$ cat config.mk
export PLATFORM = sky130hd
export DESIGN_NAME = vram_pixel_writer
export DESIGN_NICKNAME = d
export VERILOG_FILES = /design/src/rtl/vram_pixel_writer_pkg.sv /design/src/rtl/vram_write_fifo.sv /design/src/rtl/vram_pixel_writer.sv
export SDC_FILE = /design/constraint.sdc
export NUM_CORES = 1
export LEC_CHECK = 0
export ABC_AREA = 1
export BUFFER_PORTS_ARGS = -buffer_cell sky130_fd_sc_hd__buf_2
export CAP_MARGIN = 5
export CORE_AREA = 2 2 169 253
export CTS_CLUSTER_SIZE = 16
export DETAILED_ROUTE_END_ITERATION = 8
export DIE_AREA = 0 0 171 255
export PLACE_DENSITY = 0.73
export REMOVE_ABC_BUFFERS = 1
export SLEW_MARGIN = 20
export SYNTH_ARGS = -nofsm -noshare
export SYNTH_HDL_FRONTEND = slang
export SYNTH_SLANG_ARGS = --single-unit
$ cat constraint.sdc
create_clock -name clk -period 4.55 [get_ports clk]
set_input_delay 0.6825 -clock clk [delete_from_list [all_inputs] [get_ports clk]]
set_output_delay 0.6825 -clock clk [all_outputs]
set_load 0.02 [all_outputs]
$ cat src/rtl/vram_pixel_writer_pkg.sv
// Shared VRAM word geometry and write-FIFO entry layout for the pixel writer and vram_display.
// The address packing here must stay in lockstep with the display's read side.
package vram_pixel_writer_pkg;

  localparam int VRAM_ADDR_W = 19;
  localparam int VRAM_DATA_W = 36;
  localparam int PIXEL_W     = 18;

  typedef struct packed {
    logic [1:0]             mask;
    logic [VRAM_ADDR_W-1:0] addr;
    logic [VRAM_DATA_W-1:0] data;
  } wr_entry_t;

  // One ZBT word covers an even/odd pixel pair, so the address drops x[0].
  function automatic logic [VRAM_ADDR_W-1:0] pack_addr(input logic [9:0] y, input logic [9:0] x);
    return {y, x[9:1]};
  endfunction

endpackage

$ cat src/rtl/vram_write_fifo.sv
// Small write-word FIFO for the pixel writer: up to two pushes and one pop per cycle.
// Entry 0 is always written before entry 1 when both push in the same cycle.
module vram_write_fifo
  import vram_pixel_writer_pkg::*;
#(
  parameter int DEPTH = 4
) (
  input  logic                   clk,
  input  logic                   reset,
  input  logic                   push0,
  input  wr_entry_t              entry0,
  input  logic                   push1,
  input  wr_entry_t              entry1,
  input  logic                   pop,
  output wr_entry_t              head,
  output logic [$clog2(DEPTH):0] level
);

  localparam int PTR_W = $clog2(DEPTH);
  localparam int LVL_W = $clog2(DEPTH) + 1;

  wr_entry_t        mem_q [DEPTH];
  wr_entry_t        mem_d [DEPTH];
  logic [PTR_W-1:0] wr_ptr_q, wr_ptr_d;
  logic [PTR_W-1:0] rd_ptr_q, rd_ptr_d;
  logic [LVL_W-1:0] level_q, level_d;
  logic [PTR_W-1:0] wr_idx1;

  always_comb begin
    mem_d    = mem_q;
    wr_idx1  = push0 ? wr_ptr_q + PTR_W'(1) : wr_ptr_q;
    if (push0) mem_d[wr_ptr_q] = entry0;
    if (push1) mem_d[wr_idx1]  = entry1;
    // Pointers wrap naturally because DEPTH is a power of two.
    wr_ptr_d = wr_ptr_q + PTR_W'(push0) + PTR_W'(push1);
    rd_ptr_d = pop ? rd_ptr_q + PTR_W'(1) : rd_ptr_q;
    level_d  = level_q + LVL_W'(push0) + LVL_W'(push1) - LVL_W'(pop);
  end

  always_ff @(posedge clk) begin
    mem_q <= mem_d;
  end

  always_ff @(posedge clk or negedge reset) begin
    if (!reset) begin
      wr_ptr_q <= '0;
      rd_ptr_q <= '0;
      level_q  <= '0;
    end else begin
      wr_ptr_q <= wr_ptr_d;
      rd_ptr_q <= rd_ptr_d;
      level_q  <= level_d;
    end
  end

  assign head  = mem_q[rd_ptr_q];
  assign level = level_q;

endmodule

$ cat src/rtl/vram_pixel_writer.sv
// Packs a pixel stream into 36-bit VRAM pair words and writes them in bus slots
// left free by vram_display, buffering through a small FIFO.
module vram_pixel_writer
  import vram_pixel_writer_pkg::*;
#(
  parameter int H_ACTIVE     = 1024,
  parameter int V_ACTIVE     = 768,
  parameter int FIFO_DEPTH   = 4,
  parameter int HOLD_TIMEOUT = 16
) (
  input  logic                        clk,
  input  logic                        reset,
  input  logic                        pix_valid,
  output logic                        pix_ready,
  input  logic [10:0]                 pix_x,
  input  logic [9:0]                  pix_y,
  input  logic [PIXEL_W-1:0]          pix_data,
  input  logic                        frame_done,
  input  logic                        wr_slot,
  output logic                        vram_we,
  output logic [VRAM_ADDR_W-1:0]      vram_write_addr,
  output logic [VRAM_DATA_W-1:0]      vram_write_data,
  output logic [1:0]                  vram_we_mask,
  output logic [$clog2(FIFO_DEPTH):0] fifo_level,
  output logic [15:0]                 drop_count
);

  localparam int IDLE_W = $clog2(HOLD_TIMEOUT) + 1;

  logic                   run_q, run_d;
  logic                   hold_v_q, hold_v_d;
  logic [VRAM_ADDR_W-1:0] hold_addr_q, hold_addr_d;
  logic [PIXEL_W-1:0]     hold_data_q, hold_data_d;
  logic                   flush_pend_q, flush_pend_d;
  logic [IDLE_W-1:0]      idle_q, idle_d;
  logic [15:0]            drop_q, drop_d;
  logic                   we_q, we_d;
  logic [VRAM_ADDR_W-1:0] addr_q, addr_d;
  logic [VRAM_DATA_W-1:0] data_q, data_d;
  logic [1:0]             mask_q, mask_d;

  logic                   acc, in_range, timeout_hit, flush_req, space_ok;
  logic [VRAM_ADDR_W-1:0] pix_addr;
  logic                   push0, push1, pop;
  wr_entry_t              e0, e1, head;
  logic [$clog2(FIFO_DEPTH):0] level;

  vram_write_fifo #(.DEPTH(FIFO_DEPTH)) u_fifo (
    .clk    (clk),
    .reset  (reset),
    .push0  (push0),
    .entry0 (e0),
    .push1  (push1),
    .entry1 (e1),
    .pop    (pop),
    .head   (head),
    .level  (level)
  );

  // Requiring two free entries lets any accepted pixel plus a flush land in one cycle.
  always_comb begin
    pix_ready   = run_q && (int'(level) <= FIFO_DEPTH - 2);
    acc         = pix_valid && pix_ready;
    in_range    = (int'(pix_x) < H_ACTIVE) && (int'(pix_y) < V_ACTIVE);
    pix_addr    = pack_addr(pix_y, pix_x[9:0]);
    timeout_hit = hold_v_q && !acc && (idle_q == IDLE_W'(HOLD_TIMEOUT - 1));
    flush_req   = frame_done || flush_pend_q || timeout_hit;
    space_ok    = acc || (int'(level) < FIFO_DEPTH);

    run_d       = 1'b1;
    hold_v_d    = hold_v_q;
    hold_addr_d = hold_addr_q;
    hold_data_d = hold_data_q;
    push0       = 1'b0;
    push1       = 1'b0;
    e0          = '0;
    e1          = '0;
    drop_d      = drop_q;

    if (acc && !in_range) begin
      if (drop_q != 16'hFFFF) drop_d = drop_q + 16'd1;
    end else if (acc && !pix_x[0]) begin
      if (hold_v_q) begin
        push0 = 1'b1;
        e0    = '{mask: 2'b10, addr: hold_addr_q, data: {hold_data_q, {PIXEL_W{1'b0}}}};
      end
      hold_v_d    = 1'b1;
      hold_addr_d = pix_addr;
      hold_data_d = pix_data;
    end else if (acc) begin
      if (hold_v_q && hold_addr_q == pix_addr) begin
        push0 = 1'b1;
        e0    = '{mask: 2'b11, addr: pix_addr, data: {hold_data_q, pix_data}};
      end else if (hold_v_q) begin
        push0 = 1'b1;
        e0    = '{mask: 2'b10, addr: hold_addr_q, data: {hold_data_q, {PIXEL_W{1'b0}}}};
        push1 = 1'b1;
        e1    = '{mask: 2'b01, addr: pix_addr, data: {{PIXEL_W{1'b0}}, pix_data}};
      end else begin
        push0 = 1'b1;
        e0    = '{mask: 2'b01, addr: pix_addr, data: {{PIXEL_W{1'b0}}, pix_data}};
      end
      hold_v_d = 1'b0;
    end

    // Flush whatever is still held after the pixel; a full FIFO defers it.
    if (flush_req && hold_v_d && space_ok) begin
      if (!push0) begin
        push0 = 1'b1;
        e0    = '{mask: 2'b10, addr: hold_addr_d, data: {hold_data_d, {PIXEL_W{1'b0}}}};
      end else begin
        push1 = 1'b1;
        e1    = '{mask: 2'b10, addr: hold_addr_d, data: {hold_data_d, {PIXEL_W{1'b0}}}};
      end
      hold_v_d = 1'b0;
    end
    flush_pend_d = (frame_done || flush_pend_q) && hold_v_d;

    if (!hold_v_d || acc)                           idle_d = '0;
    else if (idle_q != IDLE_W'(HOLD_TIMEOUT - 1))   idle_d = idle_q + IDLE_W'(1);
    else                                            idle_d = idle_q;

    pop    = wr_slot && (level != '0);
    we_d   = pop;
    addr_d = pop ? head.addr : addr_q;
    data_d = pop ? head.data : data_q;
    mask_d = pop ? head.mask : mask_q;
  end

  always_ff @(posedge clk or negedge reset) begin
    if (!reset) begin
      run_q        <= 1'b0;
      hold_v_q     <= 1'b0;
      hold_addr_q  <= '0;
      hold_data_q  <= '0;
      flush_pend_q <= 1'b0;
      idle_q       <= '0;
      drop_q       <= '0;
      we_q         <= 1'b0;
      addr_q       <= '0;
      data_q       <= '0;
      mask_q       <= '0;
    end else begin
      run_q        <= run_d;
      hold_v_q     <= hold_v_d;
      hold_addr_q  <= hold_addr_d;
      hold_data_q  <= hold_data_d;
      flush_pend_q <= flush_pend_d;
      idle_q       <= idle_d;
      drop_q       <= drop_d;
      we_q         <= we_d;
      addr_q       <= addr_d;
      data_q       <= data_d;
      mask_q       <= mask_d;
    end
  end

  assign vram_we         = we_q;
  assign vram_write_addr = addr_q;
  assign vram_write_data = data_q;
  assign vram_we_mask    = mask_q;
  assign fifo_level      = level;
  assign drop_count      = drop_q;

endmodule
==> reports/qor.yml <==
status: "completed"
grt_pass1_vias: 19320
layout_commonest_cell: "nand2_1"
clock_path_buffers: 3
synth-compound-area-share_pct: 11.85
synthCells: 3064
finClkSkew_ns: 0.02245
cts_root_buf: "clkbuf_16"
grt_max_degree: 79
place_hpwl_um: 39490
first_iter_violations: 1872
num_rows: 92
max_slew_margin_pct: 28.74
clk_pin_slew_ns: 0.06
avgSynthCellArea_um2: 6.400
cts_sinks: 354
max_stage_delay_ns: 0.56
routed_wl_um: 63400
hold_buffers: 0
ir_drop_uv: 403.7
maxSlewViolCount: 0
r2r_end: "u_fifo.mem_q[64]"
hold_violations: 0
crit_family: "simple AND/OR/NAND/NOR gates"
yosysTopAreaCellShare_pct: 24.63
final_antenna_net_count: 0
drive_above_1_share_pct: 10.11
fp.dieW_um: 171
power.density_mw_per_mm2: 666.4
clock_latency_ns: 0.55
grt.total_usage_pct: 28.83
synth_xor_area_share_pct: 1.697
fmax_mhz: 266.1
worst_pin_slew_ns: 1.069
antenna_found_initial: 1
core-area_mm2: 0.04167
rrSetupSlack_ns: 0.79
dieArea_mm2: 0.04361
crit_top_cell: "nand2_2"
syn_area_mm2: 0.01961
path_class: "register to register"
critPathSlowestCell: "nand3_2"
path_max_fanout: 25
routedWlPerCell_um: 17.18
timing.critical_path.buf_inv: 4
cts_setup_buffers: 0
grt_first_pass_wirelength_um: 99750
yosys.area.top_type: "nand2_1"
end_kind: "register"
leakage_nw: 11.34
io_buffers: 121
period_share_pct: 82.59
rsz0062_at_grt: "false"
fin_crit_ns: 3.758
worstPathCellList: "inv_1 > ha_1 > inv_1 > nand2_2 > nand3_4 > nor2_4 > nand2_2 > nand2_2 > nand3_4 > buf_4 > nand2_4 > nand2_1 > nand2_2 > nand3_2 > buf_12 > nand2_1 > o21ai_0"
ys_seq_area_share_pct: 39.35
cts_tree: "built"
reg2reg_depth: 17
initial_utilization_pct: 47.06
final_cell_mix: "1285 x nand2_1, 296 x nor2_1, 265 x inv_1, 228 x dfxtp_1, 180 x o21ai_0"
syn2layout_area_growth_pct: 11.39
drc: 0
r2r_start: "u_fifo.level[1]"
cts_buffers: 38
hp-class: "primary input to asynchronous set/reset pin"
required_ns: 4.96
synth.distinct_cells: 41
nFillCells: 4177
max_cap_violations: 0
worstSetupStartpointType: "register"
ys.warnings.count: 0
whs_ns: 0.1773
cts_resized: 0
grt-ovfl-total: 0
htree_levels: 2
drt_pass1_iterations: 7
ios: 122
arrival_ns: 4.17
synth_top_family_by_area: "simple AND/OR/NAND/NOR gates"
setup_violations: 0
synthSimpleGateAreaFrac_pct: 36.95
place_congestion: 0.8657
drt-vias-per-instance: 5.392
synthTopCellsByArea: "nand2_1 25%, dfxtp_1 23%, dfrtp_1 16%"
synthAdderAreaFrac_pct: 0.8805
muxShareOfSynthArea_pct: 0.05742
vias: 19900
final_util_pct: 52.42
synth-seq-cells: 354
nets: 3153
die_h_um: 255
sequential cells by signal (all words and copies together), names as in the netlist:
name / count
u_fifo.mem_q: 228
vram_write_data: 36
hold_addr_q: 19
vram_write_addr: 19
hold_data_q: 18
drop_count: 16
idle_q: 5
u_fifo.level: 3
u_fifo.rd_ptr_q: 2
u_fifo.wr_ptr_q: 2
vram_we_mask: 2
flush_pend_q: 1
hold_v_q: 1
run_q: 1
vram_we: 1
stage by stage:
step | instance area [um^2] | setup TNS, ns | cells | power, W | setup WS [ns]
floorplan | 18810 | -411.59 | 2882 | 0.009382 | -4.344
global placement | 20620 | 0 | 3621 | 0.01114 | 0.8649
detailed placement | 20620 | 0 | 3621 | 0.01134 | 0.7669
CTS | 21840 | 0 | 3690 | 0.01450 | 0.8472
global route | 21840 | 0 | 3691 | 0.01553 | 0.4883
finish | 21840 | 0 | 3691 | 0.01456 | 0.7919
cell families (layout without fill, tap and decap cells):
group,after synthesis,after routing
multiplexers,1,1
AO/OA/AOI/OAI,403,403
XOR/XNOR,38,38
adder cells (fa/ha/maj),12,12
AND/OR/NAND/NOR,1805,1805
buffers and inverters,450,512
flip-flops,354,354
other,1,2
worst reg2reg max path: stages (launching register included):
cell and delay (ns):
dfrtp_1 0.40, inv_1 0.17, ha_1 0.17, inv_1 0.05, nand2_2 0.10, nand3_4 0.29
nor2_4 0.20, nand2_2 0.08, nand2_2 0.12, nand3_4 0.18, buf_4 0.28, nand2_4 0.16
nand2_1 0.08, nand2_2 0.20, nand3_2 0.56, buf_12 0.42, nand2_1 0.08, o21ai_0 0.07
power breakdown:
group | switching, W | internal (W) | leakage (nW)
clock | 0.00132 | 0.00180 | 0.597
sequential | 0.000723 | 0.00442 | 3.40
combinational | 0.00428 | 0.00201 | 7.34
metal layers:
metal,global-route usage (%),share of wire [%],up-vias
met1,33.36,38,9123
met2,50.93,49,961
li1,-,-,9566
met5,0,0,-
met3,3.959,7.7,253
met4,16.27,5.2,0
synth_stat cells, drive strengths merged:
cell type,number
xor2,27
nor3,4
o211ai,18
o21bai,16
a32oi,1
nor3b,1
a31oi,69
nor4,2
and2,18
dfxtp,228
nor2,307
inv,268
a21boi,2
xnor2,11
a21oi,60
ha,9
conb,1
or2,9
buf,79
nand2,1300
fa,3
o21ai,237
clkbuf,103
dfrtp,126
mux2,1
nand4,7
nand3,157
layout make-up:
cell class	instances	area, um^2	area share, %
multi-input combinational	2260	10130	46.37
sequential	354	7722	35.35
clock buffer	63	1159	5.304
timing repair buffer	175	1055	4.829
inverter	268	1006	4.605
tap	564	705.7	3.231
clock inverter	6	63.81	0.2921
antenna	1	2.502	0.01146
worst max-delay path by stage:
stage,from,endpoint,slack [ns],cells after the start
after floorplan,wr_slot,u_fifo.level[1],-4.34,5
after global routing,u_fifo.level[2],u_fifo.mem_q[61],0.49,14
after CTS,u_fifo.level[1],u_fifo.mem_q[61],0.85,17
final,u_fifo.level[1],u_fifo.mem_q[64],0.79,17
after detailed placement,pix_y[8],u_fifo.mem_q[61],0.77,13
after global placement,pix_y[8],u_fifo.mem_q[63],0.86,13
(Power assumes the default switching activity.)
